## src/rtl/psram_acq_sequencer.sv

```systemverilog
// -----------------------------------------------------------------------------
// psram_acq_sequencer
//
// Buffers 16-bit acquisition samples in a small FIFO and drains them into the
// PSRAM controller as sequential single-word QPI writes. It also services
// single-word readback requests from the host side. Everything runs in the
// mem_clk (PSRAM) domain.
//
// Optional feature macro: PSRAM_TIMEOUT_EN
//   defined   : a 6-bit watchdog aborts a PSRAM op that has not completed
//               TIMEOUT_CYCLES cycles after ISSUE. Error is sticky.
//   undefined : no watchdog, error is tied 0, WAIT lasts until endcommand.
//
// Ports
//   mem_clk, rst_n          clock, asynchronous active-low reset
//   sample_valid/_data      sample input, one word per cycle
//   fifo_full               FIFO full (registered); offered samples are dropped
//   overflow                sticky, a sample was dropped
//   rd_req, rd_addr         readback request pulse and byte address (bit 0 ignored)
//   rd_busy                 readback pending or in progress
//   rd_valid, rd_data       one-cycle readback result
//   wr_addr                 next write byte address
//   wrapped                 sticky, wr_addr wrapped from ADDR_LAST to 0
//   qpi_on, endcommand,
//   psram_data_out          status/data from the psram controller
//   address, read_write,
//   quad_start, data_in     command to the psram controller (1=write, 2=read)
//   error                   sticky watchdog error
// -----------------------------------------------------------------------------
module psram_acq_sequencer #(
   parameter int          FIFO_DEPTH     = 16,
   parameter logic [22:0] ADDR_LAST      = 23'h7FFFFE,
   parameter int          GUARD_CYCLES   = 3,
   parameter int          TIMEOUT_CYCLES = 63
) (
   input  logic        mem_clk,
   input  logic        rst_n,
   input  logic        sample_valid,
   input  logic [15:0] sample_data,
   output logic        fifo_full,
   output logic        overflow,
   input  logic        rd_req,
   input  logic [22:0] rd_addr,
   output logic        rd_busy,
   output logic        rd_valid,
   output logic [15:0] rd_data,
   output logic [22:0] wr_addr,
   output logic        wrapped,
   input  logic        qpi_on,
   input  logic        endcommand,
   input  logic [15:0] psram_data_out,
   output logic [22:0] address,
   output logic [1:0]  read_write,
   output logic        quad_start,
   output logic [15:0] data_in,
   output logic        error
);

   localparam int PTR_W = $clog2(FIFO_DEPTH);
   localparam int CNT_W = PTR_W + 1;
   localparam int GRD_W = (GUARD_CYCLES > 1) ? $clog2(GUARD_CYCLES) : 1;

   typedef enum logic [2:0] {
      ST_INIT,
      ST_IDLE,
      ST_ISSUE,
      ST_GUARD,
      ST_WAIT,
      ST_RD_DONE
   } state_t;

   // ---------------------------------------------------------------- FIFO
   logic [15:0]      fifo_mem [FIFO_DEPTH];
   logic [PTR_W-1:0] wr_ptr_reg;
   logic [PTR_W-1:0] rd_ptr_reg;
   logic [CNT_W-1:0] count_reg;
   logic [CNT_W-1:0] count_next;
   logic             fifo_full_reg;
   logic             overflow_reg;
   logic             push;
   logic             pop;

   state_t           state_reg;
   logic             op_write_reg;

   // Full is judged on the registered flag, i.e. before any pop this cycle,
   // so a push that coincides with a pop while full is still dropped.
   assign push = sample_valid && !fifo_full_reg;
   // The head word was already copied into data_in on entry to ISSUE; the
   // entry is released during the ISSUE cycle.
   assign pop  = (state_reg == ST_ISSUE) && op_write_reg;

   always_comb begin
      count_next = count_reg;
      case ({push, pop})
         2'b10:   count_next = count_reg + CNT_W'(1);
         2'b01:   count_next = count_reg - CNT_W'(1);
         default: count_next = count_reg;
      endcase
   end

   // Storage has no reset so it can map onto plain RAM.
   always_ff @(posedge mem_clk) begin
      if (push) begin
         fifo_mem[wr_ptr_reg] <= sample_data;
      end
   end

   always_ff @(posedge mem_clk or negedge rst_n) begin
      if (!rst_n) begin
         wr_ptr_reg    <= '0;
         rd_ptr_reg    <= '0;
         count_reg     <= '0;
         fifo_full_reg <= 1'b0;
         overflow_reg  <= 1'b0;
      end else begin
         if (push) wr_ptr_reg <= wr_ptr_reg + PTR_W'(1);
         if (pop)  rd_ptr_reg <= rd_ptr_reg + PTR_W'(1);
         count_reg     <= count_next;
         fifo_full_reg <= (count_next == CNT_W'(FIFO_DEPTH));
         if (sample_valid && fifo_full_reg) overflow_reg <= 1'b1;
      end
   end

   // ------------------------------------------------------------ sequencer
   logic [22:0]      wr_addr_reg;
   logic             wrapped_reg;
   logic [22:0]      rd_addr_lat_reg;
   logic             rd_pend_reg;
   logic             rd_busy_reg;
   logic             rd_valid_reg;
   logic [15:0]      rd_data_reg;
   logic [22:0]      address_reg;
   logic [1:0]       read_write_reg;
   logic             quad_start_reg;
   logic [15:0]      data_in_reg;
   logic [GRD_W-1:0] guard_cnt_reg;
`ifdef PSRAM_TIMEOUT_EN
   localparam int WD_W = 6;
   logic [WD_W-1:0]  wd_cnt_reg;
   logic             error_reg;
`endif

   always_ff @(posedge mem_clk or negedge rst_n) begin
      if (!rst_n) begin
         state_reg       <= ST_INIT;
         op_write_reg    <= 1'b0;
         wr_addr_reg     <= '0;
         wrapped_reg     <= 1'b0;
         rd_addr_lat_reg <= '0;
         rd_pend_reg     <= 1'b0;
         rd_busy_reg     <= 1'b0;
         rd_valid_reg    <= 1'b0;
         rd_data_reg     <= '0;
         address_reg     <= '0;
         read_write_reg  <= 2'd0;
         quad_start_reg  <= 1'b0;
         data_in_reg     <= '0;
         guard_cnt_reg   <= '0;
`ifdef PSRAM_TIMEOUT_EN
         wd_cnt_reg      <= '0;
         error_reg       <= 1'b0;
`endif
      end else begin
         quad_start_reg <= 1'b0;
         rd_valid_reg   <= 1'b0;

         // A request is accepted only when no readback is outstanding; the
         // clear of rd_busy below never coincides with an accept.
         if (rd_req && !rd_busy_reg) begin
            rd_addr_lat_reg <= rd_addr & ~23'd1;
            rd_pend_reg     <= 1'b1;
            rd_busy_reg     <= 1'b1;
         end

         case (state_reg)
            ST_INIT: begin
               if (qpi_on) state_reg <= ST_IDLE;
            end

            ST_IDLE: begin
               if (!qpi_on) begin
                  state_reg <= ST_INIT;
               end else if (fifo_full_reg || (!rd_pend_reg && count_reg != '0)) begin
                  state_reg      <= ST_ISSUE;
                  op_write_reg   <= 1'b1;
                  address_reg    <= wr_addr_reg;
                  data_in_reg    <= fifo_mem[rd_ptr_reg];
                  read_write_reg <= 2'd1;
                  quad_start_reg <= 1'b1;
               end else if (rd_pend_reg) begin
                  state_reg      <= ST_ISSUE;
                  op_write_reg   <= 1'b0;
                  address_reg    <= rd_addr_lat_reg;
                  read_write_reg <= 2'd2;
                  quad_start_reg <= 1'b1;
                  rd_pend_reg    <= 1'b0;
               end
            end

            ST_ISSUE: begin
               guard_cnt_reg <= '0;
`ifdef PSRAM_TIMEOUT_EN
               wd_cnt_reg    <= '0;
`endif
               state_reg     <= ST_GUARD;
            end

            // endcommand may still reflect the previous op right after
            // quad_start, so it is not looked at here.
            ST_GUARD: begin
`ifdef PSRAM_TIMEOUT_EN
               wd_cnt_reg <= wd_cnt_reg + WD_W'(1);
`endif
               if (guard_cnt_reg == GRD_W'(GUARD_CYCLES - 1)) begin
                  state_reg <= ST_WAIT;
               end else begin
                  guard_cnt_reg <= guard_cnt_reg + GRD_W'(1);
               end
            end

            ST_WAIT: begin
               if (endcommand) begin
                  read_write_reg <= 2'd0;
                  if (op_write_reg) begin
                     if (wr_addr_reg == ADDR_LAST) begin
                        wr_addr_reg <= '0;
                        wrapped_reg <= 1'b1;
                     end else begin
                        wr_addr_reg <= wr_addr_reg + 23'd2;
                     end
                     state_reg <= qpi_on ? ST_IDLE : ST_INIT;
                  end else begin
                     rd_data_reg  <= psram_data_out;
                     rd_valid_reg <= 1'b1;
                     rd_busy_reg  <= 1'b0;
                     state_reg    <= ST_RD_DONE;
                  end
`ifdef PSRAM_TIMEOUT_EN
               end else if (wd_cnt_reg == WD_W'(TIMEOUT_CYCLES - 1)) begin
                  // Abort: a write word is lost (already popped) and the
                  // address is not advanced; a read returns a marker word.
                  read_write_reg <= 2'd0;
                  error_reg      <= 1'b1;
                  if (!op_write_reg) begin
                     rd_data_reg  <= 16'hDEAD;
                     rd_valid_reg <= 1'b1;
                     rd_busy_reg  <= 1'b0;
                  end
                  state_reg <= ST_IDLE;
               end else begin
                  wd_cnt_reg <= wd_cnt_reg + WD_W'(1);
`endif
               end
            end

            ST_RD_DONE: begin
               state_reg <= qpi_on ? ST_IDLE : ST_INIT;
            end

            default: state_reg <= ST_INIT;
         endcase
      end
   end

   assign fifo_full  = fifo_full_reg;
   assign overflow   = overflow_reg;
   assign rd_busy    = rd_busy_reg;
   assign rd_valid   = rd_valid_reg;
   assign rd_data    = rd_data_reg;
   assign wr_addr    = wr_addr_reg;
   assign wrapped    = wrapped_reg;
   assign address    = address_reg;
   assign read_write = read_write_reg;
   assign quad_start = quad_start_reg;
   assign data_in    = data_in_reg;
`ifdef PSRAM_TIMEOUT_EN
   assign error      = error_reg;
`else
   assign error      = 1'b0;
`endif

endmodule

```

## config.mk

```make
export PLATFORM = sky130hd
export DESIGN_NAME = psram_acq_sequencer
export DESIGN_NICKNAME = d
export VERILOG_FILES = /design/src/rtl/psram_acq_sequencer.sv
export SDC_FILE = /design/constraint.sdc
export NUM_CORES = 1
export LEC_CHECK = 0
export BUFFER_PORTS_ARGS = -buffer_cell sky130_fd_sc_hd__buf_2
export CORE_MARGIN = 5
export CORE_UTILIZATION = 40
export CTS_CLUSTER_DIAMETER = 30
export CTS_CLUSTER_SIZE = 25
export DETAILED_ROUTE_END_ITERATION = 8
export GPL_ROUTABILITY_DRIVEN = 0
export SYNTH_ARGS = -nofsm -noshare
export SYNTH_HDL_FRONTEND = slang
export SYNTH_SLANG_ARGS = --single-unit
```

## constraint.sdc

```tcl
create_clock -name mem_clk -period 3.1 [get_ports mem_clk]
set_input_delay 0.155 -clock mem_clk [delete_from_list [all_inputs] [get_ports mem_clk]]
set_output_delay 0.155 -clock mem_clk [all_outputs]
set_load 0.02 [all_outputs]
```

-- Word level (Yosys, flattened, before mapping)
Memory sizes are Yosys's and may differ from the RTL's. A register that Yosys moved wholly into a read port is not among the register bits.
Index checks and enable logic that the tools add are counted.
- add/subtract/negate cells: 6
- eq/ne operators: 17
- muxes and demuxes: 40
- bitwise gates (word level): 1
- reductions and logical operators: 23
- operators by type and width (cell ; count):
    2-to-1 mux 23 bit ; 3
    adder 23 x 2 -> 23 bit (second input constant) ; 1
    equality test 23 bit (second input constant) ; 1
    2-to-1 mux 1 bit ; 21
    2-to-1 mux 3 bit ; 7
    case mux 3 bit (6 select lines) ; 1
    AND reduction 3 bit ; 4
    AND reduction 4 bit ; 3
    2-to-1 mux 2 bit ; 5
    inequality test 2 bit (second input constant) ; 5
    case mux 5 bit (2 select lines) ; 1
    adder 4 x 1 -> 4 bit (second input constant) ; 2
    case mux 2 bit (2 select lines) ; 2
    equality test 3 x 2 -> 1 bit (second input constant) ; 2
    equality test 3 bit (second input constant) ; 2
    nonzero test 2 bit ; 3
    adder 5 x 1 -> 5 bit (second input constant) ; 1
    equality test 5 bit (second input constant) ; 1
    logical AND 1 bit ; 5
    nonzero test 5 bit ; 1
    subtractor 5 x 1 -> 5 bit (second input constant) ; 1
    equality test 2 bit (second input constant) ; 2
    logical NOT 1 bit ; 4
    inequality test 4 bit (second input constant) ; 1
    8 further kinds ; 8
- register bits: 112
- bits in writable memories: 256
- logic and storage cells: 106
- memories: 1
- memory list (name ; words ; bits a word ; rd ports ; clocked after Yosys merged registers in ; write ports ; RTL line ; RTL):
    fifo_mem ; 16 ; 16 ; 1 ; 1 ; 1 ; 73 ; logic [15:0] fifo_mem [FIFO_DEPTH];

-- Depth between registers and ports, before layout
Gate-level depths: netlist of the first run.
- word-level depth: 7
- gate-level depth with buffers: 12
- mapped depth without buffers: 11

-- Least setup slack after synthesis of the first run
Ideal clock, no wire load.
- kind: reg-to-reg
- start point: register state_reg[2]
- end point: register fifo_full_reg (netlist: fifo_full)
- library setup time: 122 ps
- arrival: 2240 ps
- data required time: 2978 ps
- slack: 738 ps
- cell stages (with the launch flop): 13
- path buffers: 1
- cell sequence: dfrtp_1 -> buf_2 -> nand4bb_2 -> inv_2 -> nand2_2 -> xnor2_1 -> ha_1 -> nand2_1 -> o21ai_0 -> a22oi_1 -> o211a_1 -> and2_1 -> a2111oi_1
- longest elaborated chain between the ends: 5
- elaborated cells between the ends (all ways): 6
- RTL lines (what ; RTL line ; RTL):
    from (decl) ; 83 ; state_t state_reg;
    from (signal assigned) ; 232 ; state_reg <= qpi_on ? ST_IDLE : ST_INIT;
    from (signal assigned) ; 258 ; state_reg <= qpi_on ? ST_IDLE : ST_INIT;
    equality test 3 x 2 -> 1 bit (*) ; 91 ; assign pop = (state_reg == ST_ISSUE) && op_write_reg;
    logical AND 1 bit (*) ; 91 ;
    equality test 2 x 1 -> 1 bit / equality test 2 bit (equally long branches) ; 95 ; case ({push, pop})
    case mux 5 bit (2 select lines) (*) ; 95 ;
    equality test 5 bit (*) ; 120 ; fifo_full_reg <= (count_next == CNT_W'(FIFO_DEPTH));
    to (signal assigned) ; 120 ;
    to (decl) ; 78 ; logic fifo_full_reg;
Every way passes the cells marked *; elsewhere a longest branch is shown, timed or not.
A chain may end at the register's enable or synchronous reset.

-- Final worst setup path of the first run
Ends and elaborated chain as after synthesis.

==> summary.txt, run 1 <==
Clocking
  • CTS H-tree lvls: 3
  • Maximum buffer depth of the clock tree: 3
  • Root Buffer: clkbuf_16
  • Clock Sinks: 382
  • Worst skew pair latency: 0.58 ns
  • PostCTS Resize Cnt: 0
  • Cts bufs inserted: 84
  • CTS Hold Bufs: 57
  • Clock transition time at the flip-flop clock pins of the worst setup and hold paths: 0.04 ns
  • CTS tree: built
  • Post-CTS Setup Inserts: 0

STA
  • Unrepaired setup endpoints after global routing: no
  • Relative slew slack: 0.3078
  • Period utilization: 0.8551
  • Clock Skews: 0.01888 ns
  • Setup TNS: 0 ns
  • Fin. max-slew vios: 0
  • Final hold violation count: 0
  • Least-Margin Pin Slew: 1.038 ns
  • Min cycle time layout: 2.651 ns
  • Final setup fails: 0
  • Max frequency: 377.2 MHz

Setup path
  • Slowest-stage cell, CP: dfrtp_1
  • CP Capture Point: fifo_full
  • R2R Setup Slk: 0.45 ns
  • CP endpoint kind: register
  • Crit path required time: 3.54 ns
  • Family with the most delay on the worst path: compound AO/OA/AOI/OAI gates
  • Startpoint types: register
  • Reg2reg end: fifo_full
  • Reg-to-reg critical path startpoint: state_reg[2]
  • Slowest Stage Delay on Critical Path: 0.46 ns
  • Critical Path AT: 3.09 ns
  • Critical path buffer and inverter count: 1
  • CP Launch Point: state_reg[2]
  • CP Cell Sequence: nand4bb_2 > inv_2 > nand2_2 > xnor2_1 > ha_1 > nand2_1 > o21ai_0 > a22oi_1 > o211a_1 > and2_1 > a2111oi_1
  • Worst path depth: 11
  • Crit path max fanout: 9
  • WS Path Type: reg -> reg
  • Reg2reg path depth: 11

Synthesis
  • Post-synthesis register bit count: 382
  • Syn_area_per_cell: 17.26 um^2
  • Simple-Gate Fraction of Synth Area: 0.06988
  • Ys flop type: edfxtp_1
  • Mux cell area share after synthesis: 0.1495
  • Seq/Total Area, Yosys: 0.7106
  • Post-Synthesis Cell Area: 0.01526 mm^2
  • Unique masters post-synth: 57
  • Yosys top cell by area: edfxtp_1
  • EDFF count, synth: 256
  • Compound-Gate Fraction of Synth Area: 0.02485
  • Synth async-reset ratio: 0.3298
  • Adder-cell share of the synthesized area: 0.007381
  • Post-Syn Instances: 884
  • Post-synthesis xor/xnor area fraction: 0.01714
  • Largest cells by area after synthesis: edfxtp_1, dfrtp_1, mux4_2, mux2_2, nand2_1
  • Yosys top cell area share: 0.5039
  • Yosys warnings: 0
  • Main combinational cell family by area after synthesis: multiplexers

Final layout
  • Most common cell after layout, fill and taps aside: edfxtp_1
  • Area Growth Syn to Fin: 31.94%
  • Reg with most FFs: fifo_mem
  • Share of layout cells above drive strength 1: 0.3610
  • Most frequent cells in the layout: edfxtp_1, buf_2, dfrtp_1
  • Nets: 1,230
  • Max reg flops: 256
  • Finished Layout Cells: 1,742

Placed design
  • Post-DP HPWL: 19,970 um
  • Port bufs: 143
  • Placed cell count: 1,528

Global route
  • Initial antenna violation count: 1
  • Vias in the first global route: 9,228
  • Global-route wire length before repair: 53,320 um
  • Pin count of the biggest net entering global routing: 109
  • Total gr overflow: 0
  • Gr usage total: 0.1661

Route
  • DR vias: 8,695
  • DR DRC count: 0
  • Total Routed Length: 34,310 um
  • Starting DRC count in detailed routing: 563
  • Routed Antenna Nets: 0
  • Vias/cell: 4.991
  • Pre-antenna DRT Iters: 5
  • Routed wire length per instance: 19.70 um

Worst hold path
  • Hold Path Class: in -> reg

Floorplanning
  • Placeable Area: 0.03767 mm^2
  • Effective utilization at floorplan: 0.4050
  • DIE WIDTH: 205.3 um
  • Top Ports: 148
  • Die H: 205.3 um
  • Row cnt: 71
  • Die area: 0.04215 mm^2

Outcome
  • Outcome: complete, no violations

Power
  • Cell leakage power: 0.007872 uW
  • Power Density: 1018 mW/mm^2
  • Total power: 20,490 uW
  • Worst vdd ir: 531.9 uV

Run
  • Number of max-cap violations: 0
==> stage by stage <==
stage	cell area, um^2	hold WS [ns]	worst slack (ns)	util
floorplan	15260	-0.1406	0.7383	-
CTS	20130	0.01583	0.4387	0.5343
global placement	16730	0.3491	0.5056	0.4441
detailed placement	16730	0.3514	0.4758	0.4441
finish	20130	0.03473	0.4492	0.5344
global route	20130	0.1037	0.1338	0.5343
==> metal layers <==
layer | up-vias | share of wire | GRT usage
met4 | 0 | 0.021 | 0.05742
met5 | - | 0 | 0
met1 | 4421 | 0.43 | 0.2177
met2 | 252 | 0.48 | 0.2720
met3 | 57 | 0.062 | 0.04208
li1 | 3965 | - | -
==> worst reg2reg max path: cells and delay by family (launching register included) <==
family	cells	cell delay, ns
compound gates	4	0.76
xor+xnor	1	0.17
flops	1	0.46
buf+inv	1	0.17
simple gates	4	0.73
fa+ha+maj	1	0.24
==> Yosys cell counts, drive strengths merged, types with 2 or more instances <==
| cell type | count |
|---|---|
| nor4 | 2 |
| o22ai | 19 |
| mux4 | 80 |
| nor3b | 3 |
| nand4 | 9 |
| and2 | 18 |
| clkbuf | 22 |
| dfrtp | 126 |
| nand3b | 3 |
| a21oi | 13 |
| nor3 | 13 |
| o21ai | 15 |
| mux2 | 39 |
| nor2 | 65 |
| nand3 | 6 |
| or2 | 2 |
| inv | 12 |
| xor2 | 8 |
| nand2 | 72 |
| or3 | 5 |
| a22oi | 2 |
| nand2b | 5 |
| ha | 9 |
| edfxtp | 256 |
| buf | 25 |
| o21a | 2 |
| nor2b | 3 |
| mux2i | 4 |
| xnor2 | 21 |
| and3 | 10 |
| a21bo | 2 |
==> logic make-up after synthesis <==
kind of cell / after synthesis
buffers and inverters: 60
adders and majority gates: 9
DFF: 382
AOI/OAI and AO/OA: 61
other: 1
muxes: 123
xor gates and xnor gates: 29
and+or+nand+nor: 219
==> power breakdown <==
| group | total (uW) | switching, uW | internal [uW] |
|---|---|---|---|
| clock network | 8690 | 2670 | 6010 |
| registers | 7100 | 637 | 6460 |
| logic | 4700 | 2410 | 2300 |
| total | 20500 | 5720 | 14800 |
==> area by class of cell <==
class / instances / area, um^2
diodes: 1 / 2.502
clock buffers: 106 / 2287
clock inverters: 50 / 543.0
fillers: 3009 / 17540
inverters: 13 / 48.80
multi-input cells: 444 / 4120
flip-flops and latches: 382 / 10850
well taps: 511 / 639.4
repair buffers: 235 / 1643
==> how the worst min path moves through the flow <==
stage                     slack, ns   start  depth (start not counted)      endpoint
after CTS                      0.02  qpi_on                          5  state_reg[0]
after floorplan               -0.14   rst_n                          0   address[10]
final                          0.03  qpi_on                          5  state_reg[0]
after global placement         0.35   rst_n                          1    rd_data[5]
after detailed placement       0.35   rst_n                          1    rd_data[5]
after global routing           0.10  qpi_on                          5  state_reg[0]
No activity file was read; power rests on OpenSTA's default activity.
==> run 2, diff against run 1 <==
Settings changed: CORE_UTILIZATION 40 to 45, CTS_BUF_LIST from default to sky130_fd_sc_hd__clkbuf_4.
==> summary.txt, run 2 (synthesized netlist as in run 1, its figures left out) <==
Worst hold path
  • Hold EP: rd_data[10]
  • Hold Path Depth: 4
  • Hold Path Class: in -> reg
  • Hold path startpoint: psram_data_out[10]

Clocking
  • PostCTS Resize Cnt: 0
  • CTS H-tree lvls: 3
  • Worst skew pair latency: 0.77 ns
  • CTS tree: built
  • Clock transition time at the flip-flop clock pins of the worst setup and hold paths: 0.10 ns
  • Root Buffer: clkbuf_4
  • Clock Sinks: 382
  • Maximum buffer depth of the clock tree: 3
  • Cts bufs inserted: 79

Route
  • Total Routed Length: 33,730 um
  • Pre-antenna DRT Iters: 4
  • Vias/cell: 5.135
  • DR vias: 8,632
  • Routed wire length per instance: 20.06 um
  • DR DRC count: 0
  • Routed Antenna Nets: 0
  • Starting DRC count in detailed routing: 506

Floorplanning
  • Top Ports: 148
  • Die H: 194.1 um
  • DIE WIDTH: 194.1 um
  • Row cnt: 67
  • Die area: 0.03768 mm^2
  • Placeable Area: 0.03353 mm^2
  • Effective utilization at floorplan: 0.4550

Setup path
  • Critical Path AT: 3.24 ns
  • Reg-to-reg critical path startpoint: state_reg[2]
  • Slowest-stage cell, CP: dfrtp_1
  • Crit path required time: 3.70 ns
  • R2R Setup Slk: 0.46 ns
  • Slowest Stage Delay on Critical Path: 0.47 ns
  • Reg2reg path depth: 11
  • Family with the most delay on the worst path: compound AO/OA/AOI/OAI gates
  • WS Path Type: reg -> reg
  • CP Cell Sequence: nand4bb_2 > inv_2 > nand2_2 > xnor2_1 > ha_1 > nand2_1 > o21ai_0 > a22oi_1 > o211a_1 > and2_1 > a2111oi_1
  • Critical path buffer and inverter count: 1
  • Startpoint types: register
  • Crit path max fanout: 9
  • CP endpoint kind: register
  • Reg2reg end: fifo_full

STA
  • Min cycle time layout: 2.635 ns
  • Period utilization: 0.8501
  • Fin. max-slew vios: 0
  • Max frequency: 379.5 MHz
  • Least-Margin Pin Slew: 0.7920 ns
  • Final setup fails: 0
  • Unrepaired setup endpoints after global routing: no
  • Clock Skews: 0.07301 ns
  • Final hold violation count: 0
  • Setup TNS: 0 ns
  • Relative slew slack: 0.4720

Global route
  • Pin count of the biggest net entering global routing: 81
  • Most Crowded Layer GR: met2
  • Total gr overflow: 0
  • Met2 GRT Util: 0.3025
  • Initial antenna violation count: 1
  • Gr usage total: 0.1820
  • Global-route wire length before repair: 53,360 um
  • Met1 capacity usage during global routing: 0.2404
  • Vias in the first global route: 9,130
  • Met3 usage: 0.04327

Final layout
  • Nets: 1,237
  • Layout Utilization: 0.5597
  • Reg with most FFs: fifo_mem
  • Area Growth Syn to Fin: 23.03%
  • Max reg flops: 256
  • Share of layout cells above drive strength 1: 0.3677
  • Finished Layout Cells: 1,681
  • Most frequent cells in the layout: edfxtp_1, buf_2, dfrtp_1
  • Most common cell after layout, fill and taps aside: edfxtp_1

Placed design
  • Post-DP HPWL: 20,520 um
  • Placed cell count: 1,472
  • Port bufs: 143

Run
  • Number of max-cap violations: 0

Outcome
  • Outcome: complete, no violations

Power
  • NetSw: 5243 uW
  • Worst vdd ir: 599.8 uV
  • Sw Share: 0.3117
  • Seq pwr share: 0.417
  • Clock network power share: 0.297
  • Power Density: 896.1 mW/mm^2
  • Cell leakage power: 0.007283 uW
  • Comb power frac: 0.287
  • Cell internal pwr: 11,580 uW
## run 2: cell count changes in the layout (fill, tap and decap cells not counted), sizes merged
cell and change:
bufinv +6, clkbuf -21, inv +4, buf +7
clkinv -6, clkinvlp +7, dlygate4sd3 +5
## run 2: area by class of cell
cell class                 count  area [um^2]
antenna                        1        2.502
clock buffer                  85        638.1
clock inverter                61        783.3
fill                        2719        14760
inverter                      13        48.80
multi-input combinational    444         4120
sequential                   382        10850
tap                          448        560.5
timing repair buffer         247         1770
## run 2: power groups by stage
stage | clock network, uW | registers (uW) | logic (uW)
3_5_place_dp | 0 | 7120 | 4830
6_report | 4990 | 7010 | 4820
3_3_place_gp | 0 | 7080 | 4770
2_1_floorplan | 0 | 7350 | 3050
4_1_cts | 5150 | 7010 | 4920
5_1_grt | 5410 | 7120 | 5250
## run 2: worst max-delay path by stage
stage | startpoint | endpoint | slack [ns] | depth (start not counted)
final | state_reg[2] | fifo_full | 0.46 | 11
after detailed placement | state_reg[2] | fifo_full | 0.46 | 11
after global placement | state_reg[2] | fifo_full | 0.48 | 11
after floorplan | state_reg[2] | fifo_full | 0.74 | 12
after CTS | state_reg[2] | fifo_full | 0.46 | 11
after global routing | state_reg[2] | fifo_full | 0.19 | 11
## run 2: per-layer routing
metal  vias up  routed length, um
met2       237              16740
met5         -                  0
li1       3999                  -
met1      4355              14640
met3        41               1781
met4         0                565
## run 2: tightest hold or removal path, delay by kind of cell
family,cells,cell delay [ns]
buffers and inverters,2,0.61
AND/OR/NAND/NOR,2,0.09
## run 2: through the flow
stage / cell area (um^2) / hold slack, ns / setup slack, ns / power (uW)
after global routing: 18770 / 0.07439 / 0.1851 / 17780
final: 18770 / 0.1196 / 0.4648 / 16820
after CTS: 18770 / 0.04350 / 0.4628 / 17080
after global placement: 16720 / 0.2803 / 0.4793 / 11850
after detailed placement: 16720 / 0.2832 / 0.4553 / 11960
after floorplan: 15260 / -0.1406 / 0.7383 / 10400
## run 2: what timing repair did
action | CTS | global route
hold buffers | 62 | 0
setup buffers | 0 | 0
endpoints found under the hold margin | 384 | 0
